File: src/rtl/mem_responder_if.sv
// mem_responder_if: RAM request bus between fetch/load-store initiators and mem_responder.
//   ram_read/ram_write   level command requests from the initiator
//   ram_addr/ram_wdata   word address and write halfword, sampled on accept
//   ram_data             {hi,lo} read word, held until the next read completes
//   ram_cack             one-cycle accept pulse
//   ram_busy             command in progress
//   ram_data_ready       one-cycle read-valid / write-done pulse
interface mem_responder_if;
   logic        ram_read;
   logic        ram_write;
   logic [15:0] ram_addr;
   logic [15:0] ram_wdata;
   logic [31:0] ram_data;
   logic        ram_cack;
   logic        ram_busy;
   logic        ram_data_ready;
   modport master (
      output ram_read, ram_write, ram_addr, ram_wdata,
      input  ram_data, ram_cack, ram_busy, ram_data_ready
   );
   modport slave (
      input  ram_read, ram_write, ram_addr, ram_wdata,
      output ram_data, ram_cack, ram_busy, ram_data_ready
   );
endinterface

File: src/rtl/mem_responder.sv
// mem_responder: serves one RAM read/write command at a time on a 16-bit asynchronous SRAM.
//   clk, rst      posedge clock, asynchronous active-high reset
//   bus           slave side of the RAM request bus
//   sram_addr     17-bit halfword address
//   sram_dq_in    SRAM read data
//   sram_dq_out   SRAM write data
//   sram_oe       output enable, active-high
//   sram_we       write enable, active-high
// A read is two halfword accesses (lo at even, hi at odd halfword); a write is one
// access to the even halfword. Each access is held for WAIT_STATES+1 cycles.
module mem_responder #(
   parameter int WAIT_STATES = 1
) (
   input  logic                  clk,
   input  logic                  rst,
   mem_responder_if.slave        bus,
   output logic [16:0]           sram_addr,
   input  logic [15:0]           sram_dq_in,
   output logic [15:0]           sram_dq_out,
   output logic                  sram_oe,
   output logic                  sram_we
);
   localparam logic [3:0] WS = 4'(WAIT_STATES);
   typedef enum logic [1:0] {IDLE, RD_LO, RD_HI, WR} state_t;
   state_t      state_q, state_d;
   logic [3:0]  cnt_q, cnt_d;
   logic [15:0] lo_q, lo_d;
   logic [31:0] data_q, data_d;
   logic        cack_q, cack_d;
   logic        busy_q, busy_d;
   logic        rdy_q, rdy_d;
   logic [16:0] addr_q, addr_d;
   logic [15:0] dq_out_q, dq_out_d;
   logic        oe_q, oe_d;
   logic        we_q, we_d;
   logic        done;
   always_comb begin
      state_d  = state_q;
      cnt_d    = cnt_q + 4'd1;
      lo_d     = lo_q;
      data_d   = data_q;
      cack_d   = 1'b0;
      busy_d   = busy_q;
      rdy_d    = 1'b0;
      addr_d   = addr_q;
      dq_out_d = dq_out_q;
      oe_d     = oe_q;
      we_d     = we_q;
      done     = cnt_q == WS;
      case (state_q)
         IDLE: begin
            cnt_d = cnt_q;
            // read has priority; a simultaneous write is left unacked for retry
            if (bus.ram_read || bus.ram_write) begin
               state_d  = bus.ram_read ? RD_LO : WR;
               cnt_d    = '0;
               cack_d   = 1'b1;
               busy_d   = 1'b1;
               addr_d   = {bus.ram_addr, 1'b0};
               dq_out_d = bus.ram_read ? dq_out_q : bus.ram_wdata;
               oe_d     = bus.ram_read;
               we_d     = !bus.ram_read;
            end
         end
         RD_LO: if (done) begin
            lo_d    = sram_dq_in;
            state_d = RD_HI;
            cnt_d   = '0;
            addr_d  = {addr_q[16:1], 1'b1};
         end
         RD_HI, WR: if (done) begin
            data_d  = state_q == RD_HI ? {sram_dq_in, lo_q} : data_q;
            rdy_d   = 1'b1;
            busy_d  = 1'b0;
            state_d = IDLE;
            oe_d    = 1'b0;
            we_d    = 1'b0;
         end
         default: state_d = IDLE;
      endcase
   end
   always_ff @(posedge clk or posedge rst) begin
      if (rst) begin
         state_q  <= IDLE;
         cnt_q    <= '0;
         lo_q     <= '0;
         data_q   <= '0;
         cack_q   <= 1'b0;
         busy_q   <= 1'b0;
         rdy_q    <= 1'b0;
         addr_q   <= '0;
         dq_out_q <= '0;
         oe_q     <= 1'b0;
         we_q     <= 1'b0;
      end else begin
         state_q  <= state_d;
         cnt_q    <= cnt_d;
         lo_q     <= lo_d;
         data_q   <= data_d;
         cack_q   <= cack_d;
         busy_q   <= busy_d;
         rdy_q    <= rdy_d;
         addr_q   <= addr_d;
         dq_out_q <= dq_out_d;
         oe_q     <= oe_d;
         we_q     <= we_d;
      end
   end
   assign bus.ram_data       = data_q;
   assign bus.ram_cack       = cack_q;
   assign bus.ram_busy       = busy_q;
   assign bus.ram_data_ready = rdy_q;
   assign sram_addr          = addr_q;
   assign sram_dq_out        = dq_out_q;
   assign sram_oe            = oe_q;
   assign sram_we            = we_q;
endmodule

File: src/flat_wrapper.sv
// flat-port wrapper written by rule: the top's interface ports become plain ports
module mem_responder_flat 
#(
   parameter int WAIT_STATES = 1
)
  (clk, rst, sram_addr, sram_dq_in, sram_dq_out, sram_oe, sram_we, bus_ram_read, bus_ram_write, bus_ram_addr, bus_ram_wdata, bus_ram_data, bus_ram_cack, bus_ram_busy, bus_ram_data_ready);
  mem_responder_if bus_i ();
  input  logic clk;
  input  logic rst;
  output logic [16:0] sram_addr;
  input  logic [15:0] sram_dq_in;
  output logic [15:0] sram_dq_out;
  output logic sram_oe;
  output logic sram_we;
  input wire logic [$bits(bus_i.ram_read)-1:0] bus_ram_read;
  input wire logic [$bits(bus_i.ram_write)-1:0] bus_ram_write;
  input wire logic [$bits(bus_i.ram_addr)-1:0] bus_ram_addr;
  input wire logic [$bits(bus_i.ram_wdata)-1:0] bus_ram_wdata;
  output wire logic [$bits(bus_i.ram_data)-1:0] bus_ram_data;
  output wire logic [$bits(bus_i.ram_cack)-1:0] bus_ram_cack;
  output wire logic [$bits(bus_i.ram_busy)-1:0] bus_ram_busy;
  output wire logic [$bits(bus_i.ram_data_ready)-1:0] bus_ram_data_ready;
  assign bus_i.ram_read = bus_ram_read;
  assign bus_i.ram_write = bus_ram_write;
  assign bus_i.ram_addr = bus_ram_addr;
  assign bus_i.ram_wdata = bus_ram_wdata;
  assign bus_ram_data = bus_i.ram_data;
  assign bus_ram_cack = bus_i.ram_cack;
  assign bus_ram_busy = bus_i.ram_busy;
  assign bus_ram_data_ready = bus_i.ram_data_ready;
  mem_responder #(.WAIT_STATES(WAIT_STATES)) u_core (.clk(clk), .rst(rst), .bus(bus_i), .sram_addr(sram_addr), .sram_dq_in(sram_dq_in), .sram_dq_out(sram_dq_out), .sram_oe(sram_oe), .sram_we(sram_we));
endmodule
File: config.mk
export PLATFORM = sky130hd
export DESIGN_NAME = mem_responder_flat
export DESIGN_NICKNAME = d
export VERILOG_FILES = /design/src/rtl/mem_responder_if.sv /design/src/rtl/mem_responder.sv /design/src/flat_wrapper.sv
export SDC_FILE = /design/constraint.sdc
export NUM_CORES = 1
export LEC_CHECK = 0
export BUFFER_PORTS_ARGS = -buffer_cell sky130_fd_sc_hd__buf_2
export CAP_MARGIN = 30
export CORE_AREA = 4 4 67 116
export DETAILED_ROUTE_END_ITERATION = 10
export DIE_AREA = 0 0 71 120
export GPL_TIMING_DRIVEN = 0
export PLACE_DENSITY_LB_ADDON = 0.05
export SYNTH_ARGS = -nofsm -noshare
export SYNTH_HDL_FRONTEND = slang
export SYNTH_SLANG_ARGS = --single-unit
File: constraint.sdc
create_clock -name clk -period 7.4 [get_ports clk]
set_input_delay 0.37 -clock clk [delete_from_list [all_inputs] [get_ports clk]]
set_output_delay 0.37 -clock clk [all_outputs]
set_load 0.02 [all_outputs]
==> results.yml, run 1 <==
power:
  vdd.ir_drop.worst_mv: 0.270
  report.power.total_mw: 2.22
  p_leak_nw: 2.30
  powerDensity_mw_per_mm2: 482
logic_synthesis:
  ys_top_cells_by_area: "sky130_fd_sc_hd__dfrtp_1 64%, sky130_fd_sc_hd__mux2_2 22%, sky130_fd_sc_hd__mux2_4 3.3%"
  yosys.area.top_type: "sky130_fd_sc_hd__dfrtp_1"
  yosys_register_bits: 92
  yosysWarnings: 0
  yosys-top-cells-count: "92 x sky130_fd_sc_hd__dfrtp_1, 70 x sky130_fd_sc_hd__mux2_2, 8 x sky130_fd_sc_hd__mux2_4"
  seq_area_frac_synth: 0.638
  syn_area_per_cell_sq_um: 16.4
  mappedNetlistNets: 274
  async_set_reset_flop_share_out_of_synthesis: 1.00
  edff_count_synth: 0
  postSynth.topFlopCell: "sky130_fd_sc_hd__dfrtp_1"
  ys_types: 29
  post_synth_instance_area_sq_mm: 0.00361
  synthMostInstantiatedCell: "sky130_fd_sc_hd__dfrtp_1"
  synth_top_area_frac: 0.638
  synth_cells: 220
cts:
  total_clock_buffers_created_by_cts: 9
  h-tree-depth: 3
  postCtsResizedCells: 0
  tritoncts: "yes"
  worstSkewPairLatency_ns: 0.33
  clockRootBuffer: "sky130_fd_sc_hd__clkbuf_16"
  clkTransAtPathRegs_ns: 0.06
  clock_path_buffers: 2
  cts_hold_buffers: 0
  cts_setup_buffers: 0
  clock_sink_count: 92
die:
  start_util: 0.531
  die_y_um: 120
  die_area_sq_mm: 0.00852
  chipWidth_um: 71
  design.portCount: 122
  floorplan.rows: 40
  floorplan.core_area_sq_mm: 0.00681
grt:
  global_route_usage_sum: 0.182
  vias_in_the_first_global_route: 2451
  grtUsageMet2: 0.311
  top_usage_layer: "met2"
  antenna_violations_before_repair: 0
  grt_pass1_wl_um: 11800
  gr-total-overflow: 0
  pin_count_of_the_biggest_net_entering_global_routing: 57
  globalRouteMet1Util: 0.203
  use_met3: 0.0461
setup_path:
  path_class: "reg -> reg"
  cp_data_arrival_time_ns: 2.03
  required_time_at_the_worst_slack_endpoint_ns: 7.62
  setup.worst_path.end_class: "flip-flop"
  setup.worst_path.start_class: "flip-flop"
  timing.critical_path.fanout_max: 10
cells_and_area:
  layout.filler_cells: 531
  syn2layout_area_growth_pct: 27.7
  final_net_count: 407
  n_antenna_cell: 0
  layout-drive-gt1-share: 0.640
sta:
  final_layout_worst_hold_slack_ns: 0.0659
  finalWorstPathRequiredPeriod_ns: 1.81
  final.setup.tns_ns: 0
  setup_viol: 0
  final_hold_viol_count: 0
  layout_worst_path_cycle_share: 0.245
  rsz_0062_raised_after_global_routing: "no"
  clock_skew_ns: 0.00361
  tightest_slew_ns: 0.561
  relSlewSlack: 0.623
  finalMaxSlewViolations: 0
  max_freq_ghz: 0.551
routing:
  firstDrtPassIters: 2
  routedWlPerCell_um: 16.1
  drt-total-wl_um: 7070
  detail_route.drc_violations: 0
  routed-via-count: 2246
  dr.first_iter.drc_count: 92
  vias_per_cell: 5.10
  ant_nets: 0
run_status:
  outcome: "completed"
run:
  max_cap_violations: 0
place:
  hpwl_um: 5380
  globalplace.congestion: 0.702
  number_of_input_and_output_port_buffers_inserted: 121
hold_path:
  worstHoldPathType: "in -> async"
area by class of cell:
type | count | area, sq um | area share
buffer | 10 | 80.1 | 0.0174
clock buffer | 12 | 246 | 0.0535
clock inverter | 2 | 12.5 | 0.00271
inverter | 5 | 21.3 | 0.00461
multi-input combinational | 113 | 1210 | 0.262
sequential | 92 | 2300 | 0.499
tap | 84 | 105 | 0.0228
timing repair buffer | 122 | 633 | 0.137
layer usage:
metal	vias to the layer above	wire length [um]
met1	1118	2640
met3	11	459
met4	0	172
li1	1045	-
met2	72	3800
met5	-	0
cell usage in the layout, fill, tap and decap left out, drive strengths merged:
master / count
nor3: 2
or3b: 1
mux2i: 2
ha: 2
clkinv: 1
o31ai: 2
o311ai: 1
xnor2: 1
o22ai: 1
nor2b: 2
nand3b: 2
inv: 5
nor4: 1
a21oi: 3
buf: 131
a21o: 2
clkinvlp: 1
o2111ai: 1
dfrtp: 92
o21ai: 2
nand2b: 1
nor2: 1
mux2: 80
clkbuf: 13
nand2: 3
nor3b: 1
nand3: 2
per-stage QoR:
stage	instances	utilization	cell area, sq um	setup WS, ns
final	440	0.677	4610	5.59
after global routing	440	0.677	4610	5.49
after CTS	440	0.677	4610	5.57
after detailed placement	426	0.639	4350	5.58
after global placement	425	0.635	4320	3.63
after floorplan	220	-	3610	4.64
worst paths after layout:
path                                                 to                 from  slack [ns]  depth (start not counted)
min in group clk                u_core.bus.ram_data[27]       sram_dq_in[11]        0.26                          2
worst max-delay path                     u_core.lo_q[1]      u_core.cnt_q[1]        5.59                          6
worst max register to register           u_core.lo_q[1]      u_core.cnt_q[1]        5.59                          6
max in group asynchronous       u_core.bus.ram_data[10]                  rst        6.72                          3
worst min register to register      u_core.bus.ram_busy  u_core.bus.ram_busy        0.48                          1
worst min-delay path             u_core.sram_dq_out[10]                  rst        0.07                          2
registers in the layout (all words and copies together), names as in the netlist, 2 cells and up:
| signal | count |
|---|---|
| u_core.bus.ram_data | 32 |
| u_core.lo_q | 16 |
| u_core.state_q | 2 |
| u_core.cnt_q | 4 |
| u_core.sram_addr | 17 |
| u_core.sram_dq_out | 16 |
where the power goes:
part | switching, mW | internal, mW | leakage (nW)
clock network | 0.172 | 0.232 | 0.125
registers | 0.117 | 0.756 | 1.10
logic | 0.511 | 0.433 | 1.07
critical path, stage by stage (launching register included):
cell	delay, ns
sky130_fd_sc_hd__dfrtp_1	0.39
sky130_fd_sc_hd__inv_1	0.09
sky130_fd_sc_hd__ha_1	0.16
sky130_fd_sc_hd__nor3b_4	0.32
sky130_fd_sc_hd__nand3b_4	0.22
sky130_fd_sc_hd__buf_6	0.22
sky130_fd_sc_hd__mux2_4	0.30
logic make-up (layout without fill, tap and decap cells):
logic type / Yosys count / count (layout) / share of synthesized area
fa+ha+maj: 2 / 2 / 0.00693
buf+inv: 15 / 151 / 0.0274
mux: 82 / 82 / 0.263
flops: 92 / 92 / 0.638
compound gates: 12 / 12 / 0.0218
simple gates: 16 / 16 / 0.0405
xor+xnor: 1 / 1 / 0.00243
(Power assumes the default switching activity.)
==> run 2: changes to the inputs <==
CORE_AREA = 4 4 73 126   (was 4 4 67 116)
DIE_AREA = 0 0 77 130   (was 0 0 71 120)
clock period = 1.6 ns   (was 7.4 ns; I/O delays follow)
==> run 2 against run 1 <==
Global-route usage fell by 0.98 points. Count of clock-buffer cells in the layout is 3 lower. Sequential power rose to 4.6 times the previous value. Largest cell class unchanged. The flow now finishes with violations (negative setup slack). Critical path type unchanged. Highest routed layer unchanged. Register-to-register slack got worse by 5.7 ns. Routed wire length rose by 15%.
==> results.yml, run 2 (synthesized netlist as in run 1, its figures left out) <==
run_status:
  outcome: "finished with violations"
  violations_in_the_final_reports: "negative setup slack"
cts:
  clockRootBuffer: "sky130_fd_sc_hd__clkbuf_16"
  clock_path_buffers: 2
  h-tree-depth: 3
  clock_sink_count: 92
  worstSkewPairLatency_ns: 0.34
  total_clock_buffers_created_by_cts: 9
  clkTransAtPathRegs_ns: 0.06
  tritoncts: "yes"
grt:
  pin_count_of_the_biggest_net_entering_global_routing: 41
  antenna_violations_before_repair: 0
  grt_pass1_wl_um: 13300
  gr-total-overflow: 0
  vias_in_the_first_global_route: 2677
  global_route_usage_sum: 0.172
power:
  report.power.total_mw: 11.2
  powerDensity_mw_per_mm2: 2050
  combinational_group_share_of_total_power: 0.451
  vdd.ir_drop.worst_mv: 1.16
  p_int_mw: 7.22
  p_clk_frac: 0.188
  power_frac_seq: 0.361
  p_leak_nw: 2.66
  switching_share: 0.356
  power_switching_mw: 3.98
hold_path:
  worstHoldPathType: "in -> reg"
cells_and_area:
  layout.filler_cells: 624
  syn2layout_area_growth_pct: 51.0
  final_net_count: 475
  most_common_cell_after_layout_fill_and_taps_aside: "sky130_fd_sc_hd__buf_2"
  largest_reg_flops: 32
  post_layout_nonfiller_instances: 518
  postLayoutCoreUtil: 0.665
  layout_common_cells: "122 x sky130_fd_sc_hd__buf_2, 92 x sky130_fd_sc_hd__dfrtp_1, 68 x sky130_fd_sc_hd__mux2_2"
  layout-drive-gt1-share: 0.610
  n_antenna_cell: 0
sta:
  relSlewSlack: 0.655
  tightest_slew_ns: 0.517
  final_hold_viol_count: 0
  clock_skew_ns: 0.00664
  final_critical_path_setup_slack_ns: -0.0741
  layout_worst_path_cycle_share: 1.05
  finalMaxSlewViolations: 0
  setup_viol: 43
  finalWorstPathRequiredPeriod_ns: 1.67
  rsz_0062_raised_after_global_routing: "yes"
  max_freq_ghz: 0.597
place:
  hpwl_um: 5470
  globalplace.congestion: 0.745
  number_of_input_and_output_port_buffers_inserted: 121
  place_inst: 435
routing:
  firstDrtPassIters: 2
  routed-via-count: 2503
  vias_per_cell: 4.83
  dr.first_iter.drc_count: 84
  routedWlPerCell_um: 15.8
  drt-total-wl_um: 8160
  ant_nets: 0
  detail_route.drc_violations: 0
setup_path:
  setup.worst_path.end_class: "flip-flop"
  cp_data_arrival_time_ns: 1.90
  required_time_at_the_worst_slack_endpoint_ns: 1.82
  path_class: "reg -> reg"
  timing.critical_path.fanout_max: 5
  setup.worst_path.start_class: "flip-flop"
die:
  start_util: 0.440
  floorplan.core_area_sq_mm: 0.00820
  chipWidth_um: 77
  die_area_sq_mm: 0.0100
  design.portCount: 122
  die_y_um: 130
  floorplan.rows: 44
run:
  max_cap_violations: 0
==> run 2: cell types whose count changed in the layout (fill, tap and decap cells not counted), moves of 4 or more <==
cell,previous run,this run
sky130_fd_sc_hd__buf_4,0,13
sky130_fd_sc_hd__clkinvlp_4,1,5
sky130_fd_sc_hd__dlygate4sd3_1,0,48
sky130_fd_sc_hd__mux2_4,8,12
==> run 2: layer usage <==
layer | wire (um) | vias to the layer above | GRT usage
li1 | - | 1183 | -
met1 | 3180 | 1245 | 0.198
met2 | 4480 | 64 | 0.305
met3 | 347 | 11 | 0.0477
met4 | 155 | 0 | 0.0692
met5 | 0 | - | 0
==> run 2: repair_timing <==
item,in CTS,in global routing
hold buffers,48,0
resized for setup,20,11
pin swaps,2,1
cloned,2,1
hold endpoints to repair,77,0
setup endpoints to repair,77,82
setup buffers,11,5
==> run 2: through the flow <==
| stage | worst slack (ns) | setup TNS, ns | hold WS [ns] | cell area [sq um] |
|---|---|---|---|---|
| floorplan | -0.0269 | -0.215 | 0.212 | 3610 |
| detailed placement | -0.230 | -7.21 | 0.116 | 4380 |
| global placement | -0.226 | -23.54 | 0.311 | 4340 |
| finish | -0.0741 | -2.04 | 0.0137 | 5450 |
| global route | -0.162 | -6.45 | 0.00550 | 5450 |
| CTS | -0.122 | -3.64 | 0.00130 | 5340 |
==> run 2: power groups by stage <==
stage	Clock (mW)	Sequential, mW	Combinational [mW]
2_1_floorplan	0	5.15	1.94
3_3_place_gp	0	4.05	4.36
3_5_place_dp	0	4.10	4.44
4_1_cts	2.18	4.05	4.90
5_1_grt	2.30	4.20	5.40
6_report	2.11	4.04	5.05
==> run 2: final timing paths <==
check                      slack, ns                 endpoint                 from  depth (start not counted)
hold reg to reg                 0.49      u_core.bus.ram_busy  u_core.bus.ram_busy                          1
setup reg to reg               -0.07  u_core.bus.ram_data[28]      u_core.cnt_q[1]                          7
max in group asynchronous       0.78  u_core.bus.ram_data[14]                  rst                          4
setup / recovery               -0.07  u_core.bus.ram_data[28]      u_core.cnt_q[1]                          7
min in group asynchronous       0.29   u_core.bus.ram_data[0]                  rst                          3
hold / removal                  0.01  u_core.bus.ram_data[31]       sram_dq_in[15]                          2
==> run 2: layout make-up <==
class / count / area, sq um / area share
tap: 92 / 115 / 0.0211
clock inverter: 7 / 77.6 / 0.0142
buffer: 10 / 108 / 0.0197
timing repair buffer: 190 / 1330 / 0.244
sequential: 92 / 2300 / 0.422
multi-input combinational: 113 / 1270 / 0.233
inverter: 5 / 22.5 / 0.00413
clock buffer: 9 / 225 / 0.0413
==> run 2: critical path, stage by stage, from the launching register on <==
cell and delay [ns]:
sky130_fd_sc_hd__dfrtp_1 0.39, sky130_fd_sc_hd__inv_2 0.08, sky130_fd_sc_hd__ha_4 0.12, sky130_fd_sc_hd__nor3b_4 0.20, sky130_fd_sc_hd__buf_6 0.13, sky130_fd_sc_hd__nand3b_4 0.16, sky130_fd_sc_hd__buf_8 0.19, sky130_fd_sc_hd__mux2_4 0.29
